### src/rtl/arb_rr8_dec_if.sv
// ============================================================================
// Module   : arb_rr8_dec_if
// Brief    : Request/grant bundle between eight masters and arb_rr8_dec.
// Revision : 1.0 - initial release
// ============================================================================
`default_nettype none

interface arb_rr8_dec_if;
  logic       en;
  logic [7:0] req;
  logic [7:0] grant_n;
  logic [2:0] gnt_idx;
  logic       gnt_valid;
  logic       timeout;

  modport master (
    output en, req,
    input  grant_n, gnt_idx, gnt_valid, timeout
  );

  modport slave (
    input  en, req,
    output grant_n, gnt_idx, gnt_valid, timeout
  );
endinterface

`default_nettype wire

### src/rtl/arb_rr8_dec.sv
// ============================================================================
// Module   : arb_rr8_dec
// Brief    : 8-way round-robin arbiter, active-low one-hot grant plus index.
//            Optional hold timeout compiled in with `define ARB_TIMEOUT_EN.
// Revision : 1.0 - initial release
// ============================================================================
`default_nettype none

module arb_rr8_dec #(
  parameter int MAX_HOLD = 16
) (
  input  logic          clk,
  input  logic          rst_n,
  arb_rr8_dec_if.slave  bus
);

  typedef enum logic [0:0] {
    S_IDLE  = 1'b0,
    S_GRANT = 1'b1
  } state_t;

  if ((MAX_HOLD < 2) || (MAX_HOLD > 255)) begin : g_bad_max_hold
    $error("arb_rr8_dec: MAX_HOLD must be within 2..255");
  end

  state_t     state_q, state_d;
  logic [2:0] ptr_q, ptr_d;
  logic [7:0] grant_n_q, grant_n_d;
  logic [2:0] idx_q, idx_d;
  logic       valid_q, valid_d;
  logic       timeout_q, timeout_d;
  logic [2:0] w_sel;
  logic       w_force;

  // Rotating priority: lowest offset from ptr_q wins, so scan offsets downward.
  always_comb begin
    w_sel = ptr_q;
    for (int k = 7; k >= 0; k--) begin
      if (bus.req[ptr_q + k[2:0]]) begin
        w_sel = ptr_q + k[2:0];
      end
    end
  end

`ifdef ARB_TIMEOUT_EN
  logic [7:0] hold_q, hold_d;

  assign w_force = (hold_q == 8'(MAX_HOLD)) && bus.req[idx_q];

  always_ff @(posedge clk) begin
    if (!rst_n) begin
      hold_q <= 8'd0;
    end else begin
      hold_q <= hold_d;
    end
  end

  always_comb begin
    hold_d = hold_q;
    if (state_q == S_IDLE) begin
      hold_d = 8'd1;
    end else if (bus.req[idx_q] && !w_force) begin
      hold_d = hold_q + 8'd1;
    end
  end
`else
  assign w_force = 1'b0;
`endif

  always_ff @(posedge clk) begin
    if (!rst_n) begin
      state_q   <= S_IDLE;
      ptr_q     <= 3'd0;
      grant_n_q <= 8'hFF;
      idx_q     <= 3'd0;
      valid_q   <= 1'b0;
      timeout_q <= 1'b0;
    end else begin
      state_q   <= state_d;
      ptr_q     <= ptr_d;
      grant_n_q <= grant_n_d;
      idx_q     <= idx_d;
      valid_q   <= valid_d;
      timeout_q <= timeout_d;
    end
  end

  always_comb begin
    state_d   = state_q;
    ptr_d     = ptr_q;
    grant_n_d = grant_n_q;
    idx_d     = idx_q;
    valid_d   = valid_q;
    timeout_d = 1'b0;
    unique case (state_q)
      S_IDLE: begin
        if (bus.en && (|bus.req)) begin
          state_d   = S_GRANT;
          grant_n_d = ~(8'b0000_0001 << w_sel);
          idx_d     = w_sel;
          valid_d   = 1'b1;
          ptr_d     = w_sel + 3'd1;
        end
      end
      S_GRANT: begin
        // A voluntary drop takes precedence, so timeout only flags a true overrun.
        if (!bus.req[idx_q] || w_force) begin
          state_d   = S_IDLE;
          grant_n_d = 8'hFF;
          valid_d   = 1'b0;
          timeout_d = bus.req[idx_q];
        end
      end
      default: state_d = S_IDLE;
    endcase
  end

  assign bus.grant_n   = grant_n_q;
  assign bus.gnt_idx   = idx_q;
  assign bus.gnt_valid = valid_q;
  assign bus.timeout   = timeout_q;

endmodule

`default_nettype wire

### src/flat_wrapper.sv
// flat-port wrapper written by rule: the top's interface ports become plain ports
module arb_rr8_dec_flat 
#(
  parameter int MAX_HOLD = 16
)
  (clk, rst_n, bus_en, bus_req, bus_grant_n, bus_gnt_idx, bus_gnt_valid, bus_timeout);
  arb_rr8_dec_if bus_i ();
  input  logic clk;
  input  logic rst_n;
  input wire logic [$bits(bus_i.en)-1:0] bus_en;
  input wire logic [$bits(bus_i.req)-1:0] bus_req;
  output wire logic [$bits(bus_i.grant_n)-1:0] bus_grant_n;
  output wire logic [$bits(bus_i.gnt_idx)-1:0] bus_gnt_idx;
  output wire logic [$bits(bus_i.gnt_valid)-1:0] bus_gnt_valid;
  output wire logic [$bits(bus_i.timeout)-1:0] bus_timeout;
  assign bus_i.en = bus_en;
  assign bus_i.req = bus_req;
  assign bus_grant_n = bus_i.grant_n;
  assign bus_gnt_idx = bus_i.gnt_idx;
  assign bus_gnt_valid = bus_i.gnt_valid;
  assign bus_timeout = bus_i.timeout;
  arb_rr8_dec #(.MAX_HOLD(MAX_HOLD)) u_core (.clk(clk), .rst_n(rst_n), .bus(bus_i));
endmodule
### config.mk
export PLATFORM = sky130hd
export DESIGN_NAME = arb_rr8_dec_flat
export DESIGN_NICKNAME = d
export VERILOG_FILES = /design/src/rtl/arb_rr8_dec_if.sv /design/src/rtl/arb_rr8_dec.sv /design/src/flat_wrapper.sv
export SDC_FILE = /design/constraint.sdc
export NUM_CORES = 1
export LEC_CHECK = 0
export CAP_MARGIN = 30
export CORE_MARGIN = 2
export CORE_UTILIZATION = 32
export CTS_CLUSTER_DIAMETER = 150
export DETAILED_ROUTE_END_ITERATION = 8
export GPL_TIMING_DRIVEN = 1
export HOLD_SLACK_MARGIN = 0.12
export PLACE_DENSITY = 0.57
export SYNTH_ARGS = -nofsm -noshare
export SYNTH_HDL_FRONTEND = slang
export SYNTH_SLANG_ARGS = --single-unit
export TNS_END_PERCENT = 1
### constraint.sdc
create_clock -name clk -period 5.45 [get_ports clk]
set_clock_uncertainty 0.15 [all_clocks]
set_input_delay 1.635 -clock clk [delete_from_list [all_inputs] [get_ports clk]]
set_output_delay 1.635 -clock clk [all_outputs]
set_load 0.01 [all_outputs]
-- Yosys cells after proc, flatten, opt, wreduce, memory -nomap -nowiden
Index checks and enable logic that the tools add are counted.
- word-level logic and storage cells: 66
- bits in registers: 16
- output and inout bits: 13
- input bits: 11
- reduce and logical (&&, ||, !) cells: 4
- add/subtract/negate cells: 8
- order comparisons: 9
- equal/unequal tests: 2
- bitwise operators: 2
- shift-type cells: 1
- muxes and demuxes: 35
- operators with widths (operator ; count):
    less-than comparator 3 x 4 -> 1 bit (second input constant) ; 9
    binary-select mux 1 bit (select 3 bit) ; 9
    2-to-1 mux 3 bit ; 8
    2-to-1 mux 8 bit ; 2
    case mux 8 bit (2 select lines) ; 1
    2-to-1 mux 1 bit ; 13
    adder 3 bit (second input constant) ; 4
    NOT 8 bit ; 1
    OR reduction 8 bit ; 1
    left shift 1 x 3 -> 8 bit (first input constant) ; 1
    adder 3 x 1 -> 3 bit (second input constant) ; 2
    adder 3 x 2 -> 3 bit (second input constant) ; 2
    case mux 1 bit (2 select lines) ; 2
    AND reduction 2 bit ; 2
    != test 2 x 1 -> 1 bit (second input constant) ; 1
    != test 2 bit (second input constant) ; 1
    logical AND 1 bit ; 1
    NOT 1 bit ; 1

-- Longest topological paths before layout
- word-level depth: 15
- depth in mapped cells: 16
- gate-level depth less buffers: 12

-- Worst setup path before layout
Ideal clock, no wire load.
- path kind: input to register
- from: in bus_req[3]
- to: reg u_core.ptr_q[2]
- arrival: 3.810 ns
- slack: 1.374 ns
- library setup time: 0.116 ns
- stages on the path: 10
- path buffers: 1
- data required time: 5.184 ns
- path through: clkbuf_1 mux4_2 mux2i_4 nor3b_1 a311o_1 a211oi_2 and2_1 ha_1 mux2i_1 nor2b_1
- cells in the longest elaborated chain, start to end: 11
- elaborated cells on any way between the ends: 28
- those cells by class: 1 x add/sub; 24 x mux; 3 x reduce/logical
- RTL lines (element ; line ; text):
    start: declaration ; flat_wrapper.sv:11 ; input wire logic [$bits(bus_i.req)-1:0] bus_req;
    binary-select mux 1 bit (select 3 bit) ; arb_rr8_dec.sv:39 ; if (bus.req[ptr_q + k[2:0]]) begin
    2-to-1 mux 1 bit (implied by the code) ; arb_rr8_dec.sv:39 ;
    2-to-1 mux 3 bit (8 in a row) ; arb_rr8_dec.sv:39 ;
    adder 3 x 1 -> 3 bit ; arb_rr8_dec.sv:102 ; ptr_d = w_sel + 3'd1;
    end signal: assignment ; arb_rr8_dec.sv:80 ; ptr_q <= ptr_d;
    end: declaration ; arb_rr8_dec.sv:27 ; logic [2:0] ptr_q, ptr_d;
Parallel ways exist; a longest one is shown, timed or not. The select of a mux whose other input is x is not followed.
A chain may end at the register's enable or synchronous reset.

-- Worst setup path in the final report
- from: in bus_req[2]
- to: reg u_core.ptr_q[2]
Same word-level chain as after synthesis.

==> summary.md <==
| Metric | Value |
|---|---|
| Critical R2R Launch | `u_core.ptr_q[0]$_SDFFE_PN0P_` |
| Largest family of logic cells by synthesized area | `multiplexers` |
| Crit path max-delay family | `multiplexers` |
| FP Rows | `26` |
| Max-slew violation count | `0` |
| Post-Synth Simple-Gate Area | `0.1484` |
| # IOs | `24` |
| Synth Area in Compound Gates | `0.1655` |
| Routability cong. | `0.8370` |
| Post-DR vias/cell | `5.464` |
| Area leader, netlist | `mux4_2` |
| Min-Delay Path Class | `flop to flop` |
| CP Cell Sequence | `clkdlybuf4s50_1, mux4_2, mux2i_4, o221ai_1, a311o_1, a211oi_2, and2_1, ha_1, mux2i_1, nor2b_1` |
| IR drop worst, VDD | `0.2529 mV` |
| Worst-path fanout max | `11` |
| Syn Area/Cell | `10.05 um^2` |
| Placed cell areas | `1911 um^2` |
| P per Cell Area | `657.1 nW/um^2` |
| Main synth FF type | `dfxtp_1` |
| Vias in the first global route | `1344` |
| RSZ-0062 raised after global routing | `false` |
| Static leakage | `0.0006391 uW` |
| Top cells by area, synth | `mux4_2, dfxtp_1, mux2i_4, mux2i_1, mux2_2` |
| Arrival @ worst endpoint | `4580 ps` |
| Relative slew slack | `0.4489` |
| Final WL | `3893 um` |
| Most common cell after layout, fill and taps aside | `clkdlybuf4s50_1` |
| Resize count post-CTS | `0` |
| Grt met3 use | `0.02488` |
| Synthesized flop and latch total | `16` |
| Xor and xnor fraction of the mapped netlist area | `0.02461` |
| DP Wirelength | `2752 um` |
| First-pass GRT wire length | `6989 um` |
| CTS Root Cell | `clkbuf_8` |
| Post-synthesis mux area share | `0.3766` |
| Syn_nets | `181` |
| Core area | `5075 um^2` |
| Routed len/inst | `15.70 um` |
| GRT Resource Usage Total | `0.1462` |
| Post-Synth Adder-Cell Area | `0.02237` |
| CTS tree | `done` |
| Slew of the pin with the lowest slew margin | `825.6 ps` |
| Layout cells sized above 1 | `0.2247` |
| Met1 usage | `0.2025` |
| Post-Syn Area | `1678 um^2` |
| Final setup violation count | `0` |
| Port bufs | `22` |
| Starting Density | `0.3306` |
| CP Buf/Inv Count | `1` |
| Hold Path Depth | `1` |
| WHS Endpoint | `u_core.bus.grant_n[1]$_SDFFE_PN1P_` |
| H-tree levels | `1` |
| Pre-Repair DR Iteration Count | `4` |
| Clock transition at path regs | `60 ps` |
| Hold_buf cts | `0` |
| Status | `finished clean` |
| Clock sinks | `16` |
| Library cells used by synthesis | `48` |
| CP Capture Type | `flop` |
| Top-area cell type share of the netlist area | `0.2282` |
| Post-synthesis cell count | `167` |
| Sequential-to-total area share from yosys stat | `0.1909` |
| Ys async rst share | `0` |
| Minimum clock period | `4589 ps` |
| Num CTS Buffers | `3` |
| Critical Path RT | `5440 ps` |
| Clk Latency, worst-skew pair | `250 ps` |
| CP max stage delay | `640 ps` |
| Filler Cell Count | `525` |
| Initial antenna violation count | `0` |
| Clock tree buffer depth | `2` |
| Worst reg-to-reg path cell count | `12` |
| Grt ovf | `0` |
| R2R Setup Slk | `1490 ps` |
| Final period util | `0.8421` |
| Post-layout util | `0.3846` |
| Crit start category | `primary input` |
| CP max-delay cell | `mux4_2` |
| Routed Antenna Nets | `0` |
| DRT iter0 DRCs | `71` |
| Met2 usage | `0.2381` |
| Worst Hold Launch | `u_core.bus.grant_n[1]$_SDFFE_PN1P_` |
| Final net count | `194` |
| Antenna cells | `0` |
| Top Usage Layer GRT | `met2` |
| Design area | `1952 um^2` |
| Residual DRC | `0` |
| Full die area | `5838 um^2` |
| Worst setup path category | `primary input to flop` |
| Largest net degree at the start of global routing | `26` |
| Final Hold Fails | `0` |
| DIE HEIGHT | `76.41 um` |
| Final std cells w/o fill | `248` |
| Hold Slack | `320.2 ps` |
| Max-cap check violation count | `0` |
| Setup TNS | `0 ps` |
| Width of the die | `76.41 um` |
| Fmax | `0.2179 GHz` |
| Detailed-route via count | `1355` |
| Most frequent cells in the layout | `clkdlybuf4s50_1, mux4_2, dfxtp_1` |
| Reg-to-reg endpoint | `u_core.ptr_q[2]$_SDFFE_PN0P_` |
| Syn. warnings | `0` |
| Area Overhead vs Synth | `16.33%` |
| Dpl cells | `245` |
| Number of synthesized flops with an enable pin | `0` |
| Post-CTS setup buffer count | `0` |
[cell families (layout without fill, tap and decap cells)]
logic type               after synthesis  in the layout
buffers and inverters                 23             34
AND/OR/NAND/NOR                       47             47
AO/OA/AOI/OAI                         38             38
flip-flops                            16             16
adder cells (fa/ha/maj)                3              3
XOR/XNOR                               3              3
other                                  1              1
multiplexers                          36             36
[synth_stat cells (2+ instances only)]
library cell,number
o21ai_0,4
dfxtp_1,16
buf_6,2
nor3_1,2
o32a_1,7
o22ai_1,2
or2_2,2
nor2b_1,4
mux4_2,17
mux2_2,7
buf_2,6
and3_1,3
inv_1,7
nor4_1,2
nor2_1,10
clkbuf_1,6
mux2i_1,8
o21ai_1,2
nand2_1,11
mux2i_4,4
and2_1,3
a21oi_1,10
buf_4,2
ha_1,3
nand3_1,4
[how the worst max path moves through the flow]
stage	cells past startpoint	to	from
2_1_floorplan	10	u_core.ptr_q[2]$_SDFFE_PN0P_	bus_req[3]
3_3_place_gp	10	u_core.ptr_q[2]$_SDFFE_PN0P_	bus_req[2]
3_5_place_dp	10	u_core.ptr_q[2]$_SDFFE_PN0P_	bus_req[3]
4_1_cts	10	u_core.ptr_q[2]$_SDFFE_PN0P_	bus_req[3]
5_1_grt	10	u_core.ptr_q[2]$_SDFFE_PN0P_	bus_req[7]
6_report	10	u_core.ptr_q[2]$_SDFFE_PN0P_	bus_req[2]
[routing by layer]
| layer | up-vias | wire (um) |
|---|---|---|
| met3 | 4 | 119 |
| li1 | 664 | - |
| met5 | - | 0 |
| met1 | 662 | 1852 |
| met2 | 25 | 1877 |
| met4 | 0 | 43 |
[metrics by stage]
stage | setup WS [ps] | total power, uW
after CTS | 854.2 | 1288
after global routing | 575.9 | 1408
final | 860.7 | 1283
after global placement | 580.2 | 1205
after floorplan | 1374 | 1012
after detailed placement | 591.4 | 1196
[where the power goes]
group	internal, uW	switching (uW)	leakage [uW]
clock network	49.1	39.7	0.0000216
logic	467	531	0.000486
registers	152	44.1	0.000131
total	668	615	0.000639
[state kept, by name, indices dropped and copies added (netlist names)]
name,flops
u_core.state_q,1
u_core.bus.gnt_valid,1
u_core.bus.gnt_idx,3
u_core.ptr_q,3
u_core.bus.grant_n,8
[layout make-up]
| type | instances | area, um^2 | area share |
|---|---|---|---|
| inverters | 7 | 26.28 | 0.01346 |
| well taps | 70 | 87.58 | 0.04487 |
| flip-flops and latches | 16 | 320.3 | 0.1641 |
| multi-input cells | 128 | 1241 | 0.6359 |
| repair buffers | 24 | 235.2 | 0.1205 |
| clock buffers | 3 | 41.29 | 0.02115 |
No activity file was read; power rests on OpenSTA's default activity.
